==> config.mk <==
export PLATFORM = sky130hd
export DESIGN_NAME = mac_dot_sequencer
export DESIGN_NICKNAME = d
export VERILOG_FILES = /design/src/rtl/mac_dot_sequencer.sv
export SDC_FILE = /design/constraint.sdc
export NUM_CORES = 1
export LEC_CHECK = 0
export ABC_CLOCK_PERIOD_IN_PS = 1800
export BUFFER_PORTS_ARGS = -buffer_cell sky130_fd_sc_hd__buf_4
export CAP_MARGIN = 0
export CORE_MARGIN = 2
export CORE_UTILIZATION = 30
export DETAILED_ROUTE_END_ITERATION = 7
export PLACE_DENSITY = 0.58
export SLEW_MARGIN = 20
export SYNTH_ARGS = -nofsm -noshare
export SYNTH_HDL_FRONTEND = slang
export SYNTH_SLANG_ARGS = --single-unit
==> constraint.sdc <==
create_clock -name MAC_ACC_CLK -period 1.8 [get_ports MAC_ACC_CLK]
set_input_delay 0.45 -clock MAC_ACC_CLK [delete_from_list [all_inputs] [get_ports MAC_ACC_CLK]]
set_output_delay 0.45 -clock MAC_ACC_CLK [all_outputs]
set_load 0.05 [all_outputs]
==> src/rtl/mac_dot_sequencer.sv <==
// rtl/mac_dot_sequencer.sv - dot-product job sequencer driving one MAC accumulator slice
module mac_dot_sequencer #(
    parameter int LEN_W = 8
) (
    input  logic             MAC_ACC_CLK,
    input  logic             acc_ff_rstn,
    input  logic             cfg_start,
    input  logic [LEN_W-1:0] cfg_len,
    input  logic [5:0]       cfg_out_sel,
    input  logic             cfg_rnd,
    input  logic             cfg_sat,
    input  logic             cfg_tc,
    input  logic             in_valid,
    output logic             in_ready,
    input  logic [15:0]      in_oper,
    input  logic [15:0]      in_coef,
    output logic             EFPGA_MATHB_CLK_EN,
    output logic [15:0]      MAC_OPER_DATA,
    output logic [15:0]      MAC_COEF_DATA,
    output logic             MAC_ACC_CLEAR,
    output logic             MAC_ACC_RND,
    output logic             MAC_ACC_SAT,
    output logic             MAC_TC,
    output logic [5:0]       MAC_OUT_SEL,
    input  logic [15:0]      MAC_OUT,
    output logic             res_valid,
    input  logic             res_ready,
    output logic [15:0]      res_data,
    output logic             busy
);

    typedef enum logic [2:0] {IDLE, RUN, DRAIN, CAPT, HOLD} state_t;

    state_t           state;
    logic [LEN_W-1:0] count;
    logic             first_beat;
    logic             rnd_mode;
    logic             beat;

    // in_ready is only ever high in RUN, so it alone qualifies a beat
    assign beat = in_valid & in_ready;

    always_ff @(posedge MAC_ACC_CLK or negedge acc_ff_rstn) begin
        if (!acc_ff_rstn) begin
            state              <= IDLE;
            count              <= '0;
            first_beat         <= 1'b0;
            rnd_mode           <= 1'b0;
            in_ready           <= 1'b0;
            EFPGA_MATHB_CLK_EN <= 1'b0;
            MAC_OPER_DATA      <= '0;
            MAC_COEF_DATA      <= '0;
            MAC_ACC_CLEAR      <= 1'b0;
            MAC_ACC_RND        <= 1'b0;
            MAC_ACC_SAT        <= 1'b0;
            MAC_TC             <= 1'b0;
            MAC_OUT_SEL        <= '0;
            res_valid          <= 1'b0;
            res_data           <= '0;
            busy               <= 1'b0;
        end else begin
            EFPGA_MATHB_CLK_EN <= 1'b0;
            MAC_ACC_CLEAR      <= 1'b0;
            MAC_ACC_RND        <= 1'b0;
            case (state)
                IDLE: begin
                    if (cfg_start && (cfg_len != '0)) begin
                        count       <= cfg_len;
                        MAC_OUT_SEL <= cfg_out_sel;
                        MAC_ACC_SAT <= cfg_sat;
                        MAC_TC      <= cfg_tc;
                        rnd_mode    <= cfg_rnd;
                        first_beat  <= 1'b1;
                        in_ready    <= 1'b1;
                        busy        <= 1'b1;
                        state       <= RUN;
                    end
                end
                RUN: begin
                    if (beat) begin
                        MAC_OPER_DATA      <= in_oper;
                        MAC_COEF_DATA      <= in_coef;
                        EFPGA_MATHB_CLK_EN <= 1'b1;
                        // first product replaces the accumulator so no prior job leaks in
                        MAC_ACC_CLEAR      <= first_beat & ~rnd_mode;
                        MAC_ACC_RND        <= first_beat & rnd_mode;
                        first_beat         <= 1'b0;
                        count              <= count - LEN_W'(1);
                        if (count == LEN_W'(1)) begin
                            in_ready <= 1'b0;
                            state    <= DRAIN;
                        end
                    end
                end
                DRAIN: state <= CAPT;
                CAPT: begin
                    res_data  <= MAC_OUT;
                    res_valid <= 1'b1;
                    state     <= HOLD;
                end
                HOLD: begin
                    if (res_ready) begin
                        res_valid   <= 1'b0;
                        busy        <= 1'b0;
                        MAC_OUT_SEL <= '0;
                        MAC_ACC_SAT <= 1'b0;
                        MAC_TC      <= 1'b0;
                        state       <= IDLE;
                    end
                end
                default: state <= IDLE;
            endcase
        end
    end

endmodule

# --- After elaboration in Yosys (flattened, before gate mapping) ---
# Index checks and enable logic that the tools add are counted.
op_classes:
  add_sub_neg: 1
  n_eq_ne: 9
  mux: 30
  bitwise_logic: 4
  n_reduce_logical: 13
op_table:
  columns: ["op", "n"]
  rows:
  - ["$mux 8", 2]
  - ["$pmux 8 s2", 1]
  - ["$pmux 3 s5", 1]
  - ["$mux 1", 13]
  - ["$mux 3", 4]
  - ["$mux 6", 2]
  - ["$pmux 1 s2", 6]
  - ["$pmux 6 s2", 1]
  - ["$eq 8x1->1 const B", 1]
  - ["$ne 2x2->1 const B", 4]
  - ["$reduce_and 4->1", 2]
  - ["$reduce_bool 8->1", 1]
  - ["$sub 8x1->8 const B", 1]
  - ["$eq 3x2->1 const B", 2]
  - ["$reduce_and 2->1", 3]
  - ["$reduce_and 3->1", 2]
  - ["$reduce_bool 2->1", 3]
  - ["$and 1x1->1", 3]
  - ["$eq 3x1->1 const B", 1]
  - ["$eq 3x3->1 const B", 1]
  - ["$logic_not 3->1", 1]
  - ["$logic_and 1x1->1", 1]
  - ["$not 1->1", 1]
totals:
  ff_bits: 75
  in_bits: 70
  out_inout_bits: 62
  word_cells: 73

# --- Longest topological paths before layout ---
# Gate-level depths: netlist of run 1.
logic_depth:
  depth_word: 4
  mapped_depth: 8

# --- Worst setup path before layout of run 1 ---
# OpenSTA, ideal clock, no wires.
synth_path:
  kind: "input -> register"
  startpoint: "input cfg_len[6]"
  endpoint: "register count[6]"
  setup_ps: 123
  t_arrival_ps: 1436
  t_required_ps: 1677
  slack_ps: 241
  stages: 5
  cell_sequence: "nor4_1 -> a21bo_2 -> buf_6 -> a21oi_2 -> o221a_2"
synth_between:
  elab_chain_cells: 4
  word_cells_on_any_way: 6
  classes_between: "1 x eq/ne; 2 x mux; 3 x reduce/logical"
synth_rtl:
  columns: ["item", "line", "text"]
  rows:
  - ["from (decl)", "8", "input logic [LEN_W-1:0] cfg_len,"]
  - ["$reduce_bool 8->1", "67", "if (cfg_start && (cfg_len != '0)) begin"]
  - ["$logic_and 1x1->1", "67", null]
  - ["$ne 2x2->1 (no line)", null, null]
  - ["$reduce_and 3->1 (no line)", null, null]
  - ["to (signal assigned)", "68", "count <= cfg_len;"]
  - ["to (signal assigned)", "88", "count <= count - LEN_W'(1);"]
  - ["to (decl)", "35", "logic [LEN_W-1:0] count;"]
# Parallel ways exist; a longest one is shown, timed or not. The select of a mux whose other input is x is not followed.
# A chain may end at the register's enable or synchronous reset.

# --- Worst setup path in the final report of run 1 ---
layout_path:
  startpoint: "register state[2]"
  endpoint: "register count[1]"
layout_between:
  elab_chain_cells: 3
  word_cells_on_any_way: 7
  classes_between: "3 x eq/ne; 1 x mux; 3 x reduce/logical"
layout_rtl:
  columns: ["item", "line", "text"]
  rows:
  - ["from (decl)", "34", "state_t state;"]
  - ["from (signal assigned)", "45", "state <= IDLE;"]
  - ["from (signal assigned)", "76", "state <= RUN;"]
  - ["from (signal assigned)", "91", "state <= DRAIN;"]
  - ["$eq 3x1->1 or $logic_not 3->1 (tied branches)", "65", "case (state)"]
  - ["$ne 2x2->1 (no line) or $reduce_bool 2->1 (tied branches)", null, null]
  - ["$reduce_and 3->1 (no line)", null, null]
# Parallel ways exist; a longest one is shown, timed or not.

==> impl_results.md, run 1 <==
* Crit start category: flip-flop
* Crit path cell chain: nor4b_4, a21bo_4, buf_4, a221oi_2, a31oi_1
* Layout cells sized above 1 at between 40% and 50%
* Critical Path Max Stage Delay at ~450 ps
* Met3 Resource Use GR at 3.83%
* Total number of vias at 2637
* Die height at between 100 and 150 microns
* Clk network pwr share at ~15%
* Post-synth EDFFs at 0
* CP required at 2010 ps
* Drt first-iter violations at around 210
* Class of the worst hold path: input port to asynchronous set/reset pin
* Simple-gate area share of the yosys netlist at 22.9%
* P_leak at 2.36 nW
* Max-Cap Viols at 0
* Via count of the first global-routing pass at 2664
* Final hold vios at 0
* Vias per inst at about 4.5
* Worst EP arrival at roughly 1900 ps
* Post-synthesis mux area share at under 10%
* Top delay family on crit path: compound AO/OA/AOI/OAI gates
* Port buffer count at 131
* Area leader, netlist: dfrtp_1
* Cell-internal power at 5.11 mW
* Max FO, Critical Path at 9
* Final setup margin at 102 ps
* Total CTS buffers at 9
* Worst Setup Path Type: flip-flop to flip-flop
* Fin crit share at 94.4%
* Final Slew Violations at 0
* GRT Util Overall at 13.9%
* Non-filler instance count after layout at slightly below 600
* Clk buf depth at 2
* Area Overhead vs Synth at 43.3%
* Worst Setup End Kind: flip-flop
* Period minus WS final at 1700 ps
* Fillers at a little over 1000
* Logic pwr share at 53.6%
* P per Cell Area at 2130 nW/um^2
* Sequential element share of the synthesized area at 59.0%
* Max frequency at 589 MHz
* Sequential fraction of design power at 31.0%
* ANT nets after route at 0
* Clk slew on worst S/H paths at 80 ps
* Antenna violations before repair at 0
* XOR/XNOR share of the synthesized area at less than 1%
* Clock Latency Late Sink at 330 ps
* Post-synthesis cell count at slightly above 300
* Row count at 37
* Post-DP HPWL at about 5.7 mm
* Pre-CTS worst setup slack at -105 ps
* Final wirelength at 7.85 mm
* CTS tree: done
* Placed insts at 568
* Yosys cell types at 39
* RR Endpoint: count[1]
* Met1 Usage GRT at between 10% and 20%
* Syn Nets at 376
* Most common cell after layout, fill and taps aside: buf_4
* CTS root buffer: clkbuf_8
* Async S/R FF share, synth at 100%
* Worst vdd ir at 0.816 mV
* Largest net degree at the start of global routing at 76
* Post-synth top flop: dfrtp_1
* DIE WIDTH at 107 microns
* Routed wire per std cell at 13.5 microns
* Drt first pass iters at 4
* Syn Std Cell Area at about 3200 sq um
* Top cells by area, synth: dfrtp_1 59%, nand2_1 15%, mux2_2 5.7%
* Net count, final at 515
* Relative slew slack at 63.2%
* RR Startpoint: state[2]
* Worst Path Buf+Inv at 1
* H-tree Lvls at 3
* First-pass GRT wire length at 12.7 mm
* Switching Fraction at 47.2%
* Initial core utilization at 30.8%
* Clock sinks at 75
* Fraction of the mapped netlist area in adder cells at 0.787%
* Finished Cell Area at 4550 sq um
* Net Switching at 4.58 mW
* RSZ-0062 raised after global routing: false
* Post-DP Area at around 4300 sq um
* Most frequent cells in the layout: 142 x buf_4, 128 x nand2_1, 74 x dfrtp_1, 16 x mux2_2, 12 x clkbuf_8
* Antenna Diode Count at 0
* Synth Area per Inst at ~10 sq um
* Core area at 10300 sq um
* I/O pins at roughly 130
* Layout Skew at 9.70 ps
* Post-synthesis register bit count at between 70 and 80
* Post-CTS Setup Inserts at 0
* R2R setup slack at just over 100 ps
* Final setup violation count at 0
* Die footprint at approximately 11000 sq um
* # hold bufs at CTS at 0
* Gpl congestion at 0.895
* DRC violations left at 0
* Reg2reg path depth at 5
* WP depth at 5
* Synth warn at 0
* Met2 Use GR at 22.3%
* Status: completed
* CP max-delay cell: dfrtp_1
* Tightest Pin Transition at 547 ps
* Total power at 9.69 mW
* Synth Area in Compound Gates at under 10%
* Combinational family with the most area after synthesis: simple AND/OR/NAND/NOR gates
* GRT Residual Overflow at 0
* GRT busiest layer: met2
* Yosys top cell area share at 59.0%
==> power by group through the flow <==
stage                     combinational, mW  clock [mW]  sequential (mW)
after global routing                   5.54        1.64             3.10
final                                  5.19        1.49             3.00
after global placement                 5.18           0             2.98
after detailed placement               5.24           0             3.02
after CTS                              5.24        1.56             3.00
after floorplan                        1.63           0             5.03
==> worst max-delay path by stage <==
stage                     from       end  slack (ps)
finish                state[2]  count[1]         100
CTS                   state[1]  count[1]          40
global route          state[2]  count[1]          20
global placement    cfg_len[2]  count[3]         -40
floorplan           cfg_len[6]  count[6]         240
detailed placement  cfg_len[2]  count[2]        -100
==> cells in the mapped netlist (2+ instances only) <==
cell,instances
a21oi_1,5
a31oi_1,3
buf_2,4
buf_4,2
buf_6,10
dfrtp_1,75
ha_1,2
inv_1,2
mux2_2,16
nand2_1,128
nand3_1,9
nand4_1,3
nor2_1,8
nor3_1,3
nor3b_1,3
nor4_1,3
o21ai_0,3
o221a_2,4
==> logic make-up (layout without fill, tap and decap cells) <==
group | Yosys count | in the layout
AOI/OAI and AO/OA | 26 | 26
xor gates and xnor gates | 1 | 1
adders and majority gates | 2 | 2
buffers and inverters | 19 | 162
DFF | 75 | 75
muxes | 16 | 16
and+or+nand+nor | 165 | 165
==> registers in the layout, indices dropped and copies added (netlist names), 3 cells and up <==
register,flops
res_data,16
MAC_OPER_DATA,16
MAC_COEF_DATA,16
state,3
count,8
MAC_OUT_SEL,6
==> through the flow <==
stage	util, %	TNS (ps)	hold slack, ps
6_report	44.1	0	119
5_1_grt	44.1	0	138
4_1_cts	44.0	0	126
3_5_place_dp	41.7	-407	444
3_3_place_gp	41.7	-136	442
2_1_floorplan	-	0	154
==> layer usage <==
metal  up-vias  wire length [microns]
li1       1284                      -
met1      1233                   3530
met2       108                   3610
met3        12                    594
met4         0                    113
met5         -                      0
==> worst reg2reg max path: stages (launching register included) <==
cell and delay, ps:
dfrtp_1 450, nor4b_4 350, a21bo_4 300, buf_4 170, a221oi_2 260, a31oi_1 70
==> repair_timing <==
| action | 4_1_cts | 5_1_grt |
|---|---|---|
| endpoints found under the setup margin | 0 | 6 |
| resized for setup | 0 | 4 |
| hold endpoints to repair | 0 | 0 |
==> layout make-up <==
class | count | area (sq um) | share of cell area (%)
timing repair buffer | 144 | 1110 | 24.3
clock inverter | 3 | 68.8 | 1.51
clock buffer | 12 | 165 | 3.63
sequential | 75 | 1880 | 41.2
inverter | 3 | 11.3 | 0.247
multi-input combinational | 210 | 1150 | 25.4
tap | 136 | 170 | 3.74
(Power assumes the default switching activity.)
==> run 2: changes to the inputs <==
Settings changed: CORE_UTILIZATION 30 to 48, PLACE_DENSITY 0.58 to 0.84.
==> impl_results.md, run 2 (same netlist as run 1, synthesis figures left out) <==
* Status: completed
* Final setup violation count at 0 (unchanged)
* Relative slew slack at 74.0% (+11 points)
* Worst EP arrival at 1900 ps (about the same)
* DRC violations left at 0 (unchanged)
* Routed wire per std cell at 14.2 microns (+5.7%)
* Max FO, Critical Path at 8 (-1)
* Via count of the first global-routing pass at 2753 (+3.3%)
* Hold WS at 126 ps (+6.76 ps)
* Antenna violations before repair at 0 (unchanged)
* Total number of vias at 2675 (+1.4%)
* Port buffer count at 131 (unchanged)
* Fin crit share at 94.0% (-0.38 points)
* Area Overhead vs Synth at 39.8%
* Die height at 85.4 microns (-20%)
* P_leak at 2.35 nW (-0.33%)
* RSZ-0062 raised after global routing: false
* Period minus WS final at 1690 ps (-6.84 ps)
* Gates resized, CTS repair at 0 (unchanged)
* Final wirelength at 7.52 mm (-4.3%)
* Final hold vios at 0 (unchanged)
* Worst Setup End Kind: flip-flop
* Net count, final at 519 (+0.78%)
* Antenna Diode Count at 0 (unchanged)
* ANT nets after route at 0 (unchanged)
* I/O pins at 132 (unchanged)
* Clk slew on worst S/H paths at 70 ps (about the same)
* Clock Latency Late Sink at 340 ps (about the same)
* Layout Skew at 7.91 ps (-1.79 ps)
* Max frequency at 591 MHz (+0.40%)
* P per Cell Area at 2120 nW/um^2 (-0.35%)
* Max-Cap Viols at 0 (unchanged)
* H-tree Lvls at 3 (unchanged)
* Reg2reg path depth at 5 (unchanged)
* CP required at 2010 ps (about the same)
* Layout cells sized above 1 at 42.6% (+0.066 points)
* Gpl congestion at 0.855 (-4.5%)
* Post-DP HPWL at 5.61 mm (-1.9%)
* First-pass GRT wire length at 12.5 mm (-1.3%)
* CTS tree: done
* DIE WIDTH at 85.4 microns (-20%)
* Fin Setup TNS at 0 ps (unchanged)
* Worst Setup Path Type: flip-flop to flip-flop
* # hold bufs at CTS at 0 (unchanged)
* Drt first pass iters at 4 (unchanged)
* Biggest registers after layout: MAC_COEF_DATA x16, MAC_OPER_DATA x16, res_data x16
* Post-CTS Setup Inserts at 0 (unchanged)
* Crit start category: flip-flop
* Clk buf depth at 2 (unchanged)
* Most common cell after layout, fill and taps aside: buf_4
* FF+latch area at 1880 sq um (about the same)
* CTS root buffer: clkbuf_8
* Total CTS buffers at 9 (unchanged)
* Drt first-iter violations at 122 (-41%)
* Die footprint at 7290 sq um (-36%)
* Tightest Pin Transition at 389 ps (-158 ps)
* Most frequent cells in the layout: 146 x buf_4, 128 x nand2_1, 75 x dfrtp_1, 16 x mux2_2
* Core area at 6390 sq um (-38%)
* Worst vdd ir at 1.39 mV (+71%)
* Vias per inst at 5.07 (+12%)
* Fillers at 498 (-51%)
* GRT Util Overall at 21.6% (+7.7 points)
* Row count at 29 (-22%)
* Multi-input combinational cell area at 1140 sq um (-0.98%)
* Clock sinks at 75 (unchanged)
* Initial core utilization at 49.8% (+19 points)
* Class of the worst hold path: input port to asynchronous set/reset pin
* Largest net degree at the start of global routing at 76 (unchanged)
* GRT Residual Overflow at 0 (unchanged)
* Final Slew Violations at 0 (unchanged)
==> run 2: layout make-up <==
| type | count | share of cell area, % |
|---|---|---|
| repair buffers | 148 | 25.6 |
| inverters | 3 | 0.253 |
| clock inverters | 6 | 1.29 |
| multi-input cells | 210 | 25.7 |
| flip-flops and latches | 75 | 42.2 |
| well taps | 77 | 2.17 |
| clock buffers | 9 | 2.79 |
==> run 2: stage by stage <==
stage	util [%]	instance area (sq um)	setup slack, ps	cells	power (mW)
after floorplan	-	3180	241	304	6.66
after global placement	66.8	4260	-49.2	513	8.11
after detailed placement	66.8	4260	-77.9	513	8.29
after CTS	69.6	4450	123	528	9.51
after global routing	69.6	4450	38.8	528	9.97
final	69.6	4450	108	528	9.42
==> run 2: per-layer routing <==
metal  global-route usage [%]  share of wire [%]  up-vias  wire length [microns]
met4                     7.65                1.4        0                    109
met3                     7.39                9.6       13                    719
met5                        0                  0        -                      0
met2                     36.9                 48      115                   3610
met1                     25.5                 41     1249                   3080
li1                         -                  -     1298                      -
==> run 2: worst paths after layout <==
path | from | endpoint | slack, ps
worst max-delay path | state[2] | count[1] | 110
worst min-delay path | acc_ff_rstn | MAC_COEF_DATA[1] | 130
worst max register to register | state[2] | count[1] | 110
worst min register to register | rnd_mode | MAC_ACC_CLEAR | 470
max in group asynchronous | acc_ff_rstn | first_beat | 1380
min in group MAC_ACC_CLK | in_coef[11] | MAC_COEF_DATA[11] | 290
==> run 2: worst max-delay path, cell delays in order (launching register included) <==
cell	delay, ps
dfrtp_1	460
nor4b_4	320
a21bo_2	320
buf_4	170
a221oi_2	230
a31oi_1	70
==> run 2: power breakdown <==
group          total (mW)  switching [mW]  internal, mW  leakage, nW
logic                5.25            3.47          1.78         1.34
registers            2.97           0.509          2.46        0.919
clock network        1.20           0.581         0.622       0.0946
total                9.42            4.56          4.86         2.35
==> run 3: changes to the inputs <==
Settings changed: CELL_PAD_IN_SITES_DETAIL_PLACEMENT set to 1, CELL_PAD_IN_SITES_GLOBAL_PLACEMENT set to 2, CORE_UTILIZATION 48 to 28, GPL_TIMING_DRIVEN set to 0, PLACE_DENSITY 0.84 to 0.83.
==> impl_results.md, run 3 (same netlist as run 1, synthesis figures left out) <==
* Gates resized, CTS repair at 0 (unchanged)
* CTS tree: done
* Hold WS at 268 ps (+143 ps)
* Antenna violations before repair at 0 (unchanged)
* Most frequent cells in the layout: 134 x buf_4, 128 x nand2_1, 75 x dfrtp_1, 16 x mux2_2, 10 x buf_6
* Die footprint at 12200 sq um (+68%)
* Net count, final at 519 (unchanged)
* Core area at 11000 sq um (+72%)
* Port buffer count at 131 (unchanged)
* Relative slew slack at 35.4% (-39 points)
* P_leak at 2.42 nW (+3.2%)
* Drt first-iter violations at 127 (+4.1%)
* Biggest registers after layout: MAC_COEF_DATA x16, MAC_OPER_DATA x16, res_data x16
* Vias per inst at 4.60 (-9.2%)
* ANT nets after route at 0 (unchanged)
* Status: completed
* Fillers at 1227 (+150%)
* Post-DP Area at 4340 sq um (+1.7%)
* Total CTS buffers at 9 (unchanged)
* DRC violations left at 0 (unchanged)
* Class of the worst hold path: input port to asynchronous set/reset pin
* Most common cell after layout, fill and taps aside: buf_4
* Worst Setup End Kind: flip-flop
* Pre-CTS worst setup slack at -190 ps (-112 ps)
* Critical Path Max Stage Delay at 440 ps (-20 ps)
* Layout cells sized above 1 at 42.7% (+0.13 points)
* RSZ-0062 raised after global routing: true
* CP required at 2020 ps (about the same)
* Crit start category: flip-flop
* Worst EP arrival at 1930 ps (+30 ps)
* Routed wire per std cell at 15.0 microns (+5.3%)
* Crit path cell chain: inv_1, ha_1, nor3b_1, and4_1, o21ai_0, o221a_2
* Period minus WS final at 1710 ps (+15.2 ps)
* # hold bufs at CTS at 0 (unchanged)
* DIE WIDTH at 111 microns (+29%)
* Max frequency at 586 MHz (-0.89%)
* Finished Cell Area at 4700 sq um (+5.6%)
* Clock sinks at 75 (unchanged)
* Area Overhead vs Synth at 47.7%
* Worst vdd ir at 1.12 mV (-19%)
* Via count of the first global-routing pass at 3044 (+11%)
* Total number of vias at 2722 (+1.8%)
* Clk slew on worst S/H paths at 60 ps (about the same)
* Worst setup path start: count[0]
* Worst Path Buf+Inv at 1 (unchanged)
* Fin crit share at 94.8% (+0.84 points)
* H-tree Lvls at 3 (unchanged)
* Die height at 111 microns (+29%)
* Worst Setup Path Type: flip-flop to flip-flop
* Post-DP HPWL at 6.57 mm (+17%)
* Layout Skew at 7.54 ps (-0.367 ps)
* Largest net degree at the start of global routing at 76 (unchanged)
* GRT Util Overall at 15.1% (-6.5 points)
* Gpl congestion at 0.743 (-13%)
* RR Startpoint: count[0]
* R2R setup slack at 90 ps (-20 ps)
* Final wirelength at 8.88 mm (+18%)
* Fin Setup TNS at 0 ps (unchanged)
* Antenna Diode Count at 0 (unchanged)
* First-pass GRT wire length at 15.0 mm (+20%)
* Clk buf depth at 2 (unchanged)
* Final setup margin at 93.2 ps (-15.2 ps)
* I/O pins at 132 (unchanged)
* Initial core utilization at 28.9% (-21 points)
* Max-Cap Viols at 0 (unchanged)
* Final hold vios at 0 (unchanged)
* GRT Residual Overflow at 0 (unchanged)
* Drt first pass iters at 4 (unchanged)
* Row count at 38 (+31%)
* Top delay family on crit path: simple AND/OR/NAND/NOR gates
* Final Slew Violations at 0 (unchanged)
* Post-CTS Setup Inserts at 0 (unchanged)
* Max FO, Critical Path at 4 (-4)
* Clock Latency Late Sink at 330 ps (about the same)
* CTS root buffer: clkbuf_16
* CP max-delay cell: nor3b_1
* P per Cell Area at 2220 nW/um^2 (+4.6%)
* Tightest Pin Transition at 968 ps (+579 ps)
* Final setup violation count at 0 (unchanged)
==> run 3: worst paths after layout <==
kind / end / depth (start not counted)
setup / recovery: count[4] / 6
hold / removal: MAC_OUT_SEL[1] / 1
setup reg to reg: count[4] / 6
hold reg to reg: MAC_ACC_CLEAR / 1
max in group asynchronous: MAC_COEF_DATA[2] / 1
min in group MAC_ACC_CLK: MAC_OPER_DATA[13] / 3
==> run 3: stage by stage <==
stage / util [%] / power, mW / instances
5_1_grt: 42.8 / 11.0 / 592
4_1_cts: 42.7 / 10.5 / 591
3_5_place_dp: 39.5 / 8.37 / 575
2_1_floorplan: - / 6.66 / 304
6_report: 42.8 / 10.4 / 592
3_3_place_gp: 39.5 / 8.22 / 575
==> run 3: layer usage <==
metal	vias to the layer above	wire length, microns	track usage (%)
met1	1323	3770	18.0
met2	100	4260	24.9
met5	-	0	0
met4	0	72	4.33
li1	1292	-	-
met3	7	777	6.48
==> run 3: area by class of cell <==
| cell class | instances | area [sq um] | share of cell area, % |
|---|---|---|---|
| Inverter | 3 | 11.3 | 0.240 |
| Clock buffer | 10 | 239 | 5.09 |
| Buffer | 16 | 148 | 3.14 |
| Multi-Input combinational cell | 210 | 1140 | 24.4 |
| Sequential cell | 75 | 1880 | 40.0 |
| Clock inverter | 6 | 111 | 2.37 |
| Timing Repair Buffer | 132 | 991 | 21.1 |
| Tap cell | 140 | 175 | 3.73 |
==> run 3: worst register-to-register path, delay by kind of cell (launching register included) <==
kind,cells,cell delay (ps)
AO/OA/AOI/OAI,2,210
adder cells (fa/ha/maj),1,190
buffers and inverters,1,100
flip-flops,1,410
AND/OR/NAND/NOR,2,690
==> run 3: where the power goes <==
| part | leakage, nW | switching [mW] | internal, mW |
|---|---|---|---|
| logic | 1.34 | 3.56 | 1.81 |
| clock network | 0.169 | 0.723 | 1.39 |
| registers | 0.919 | 0.476 | 2.46 |
| total | 2.42 | 4.75 | 5.66 |
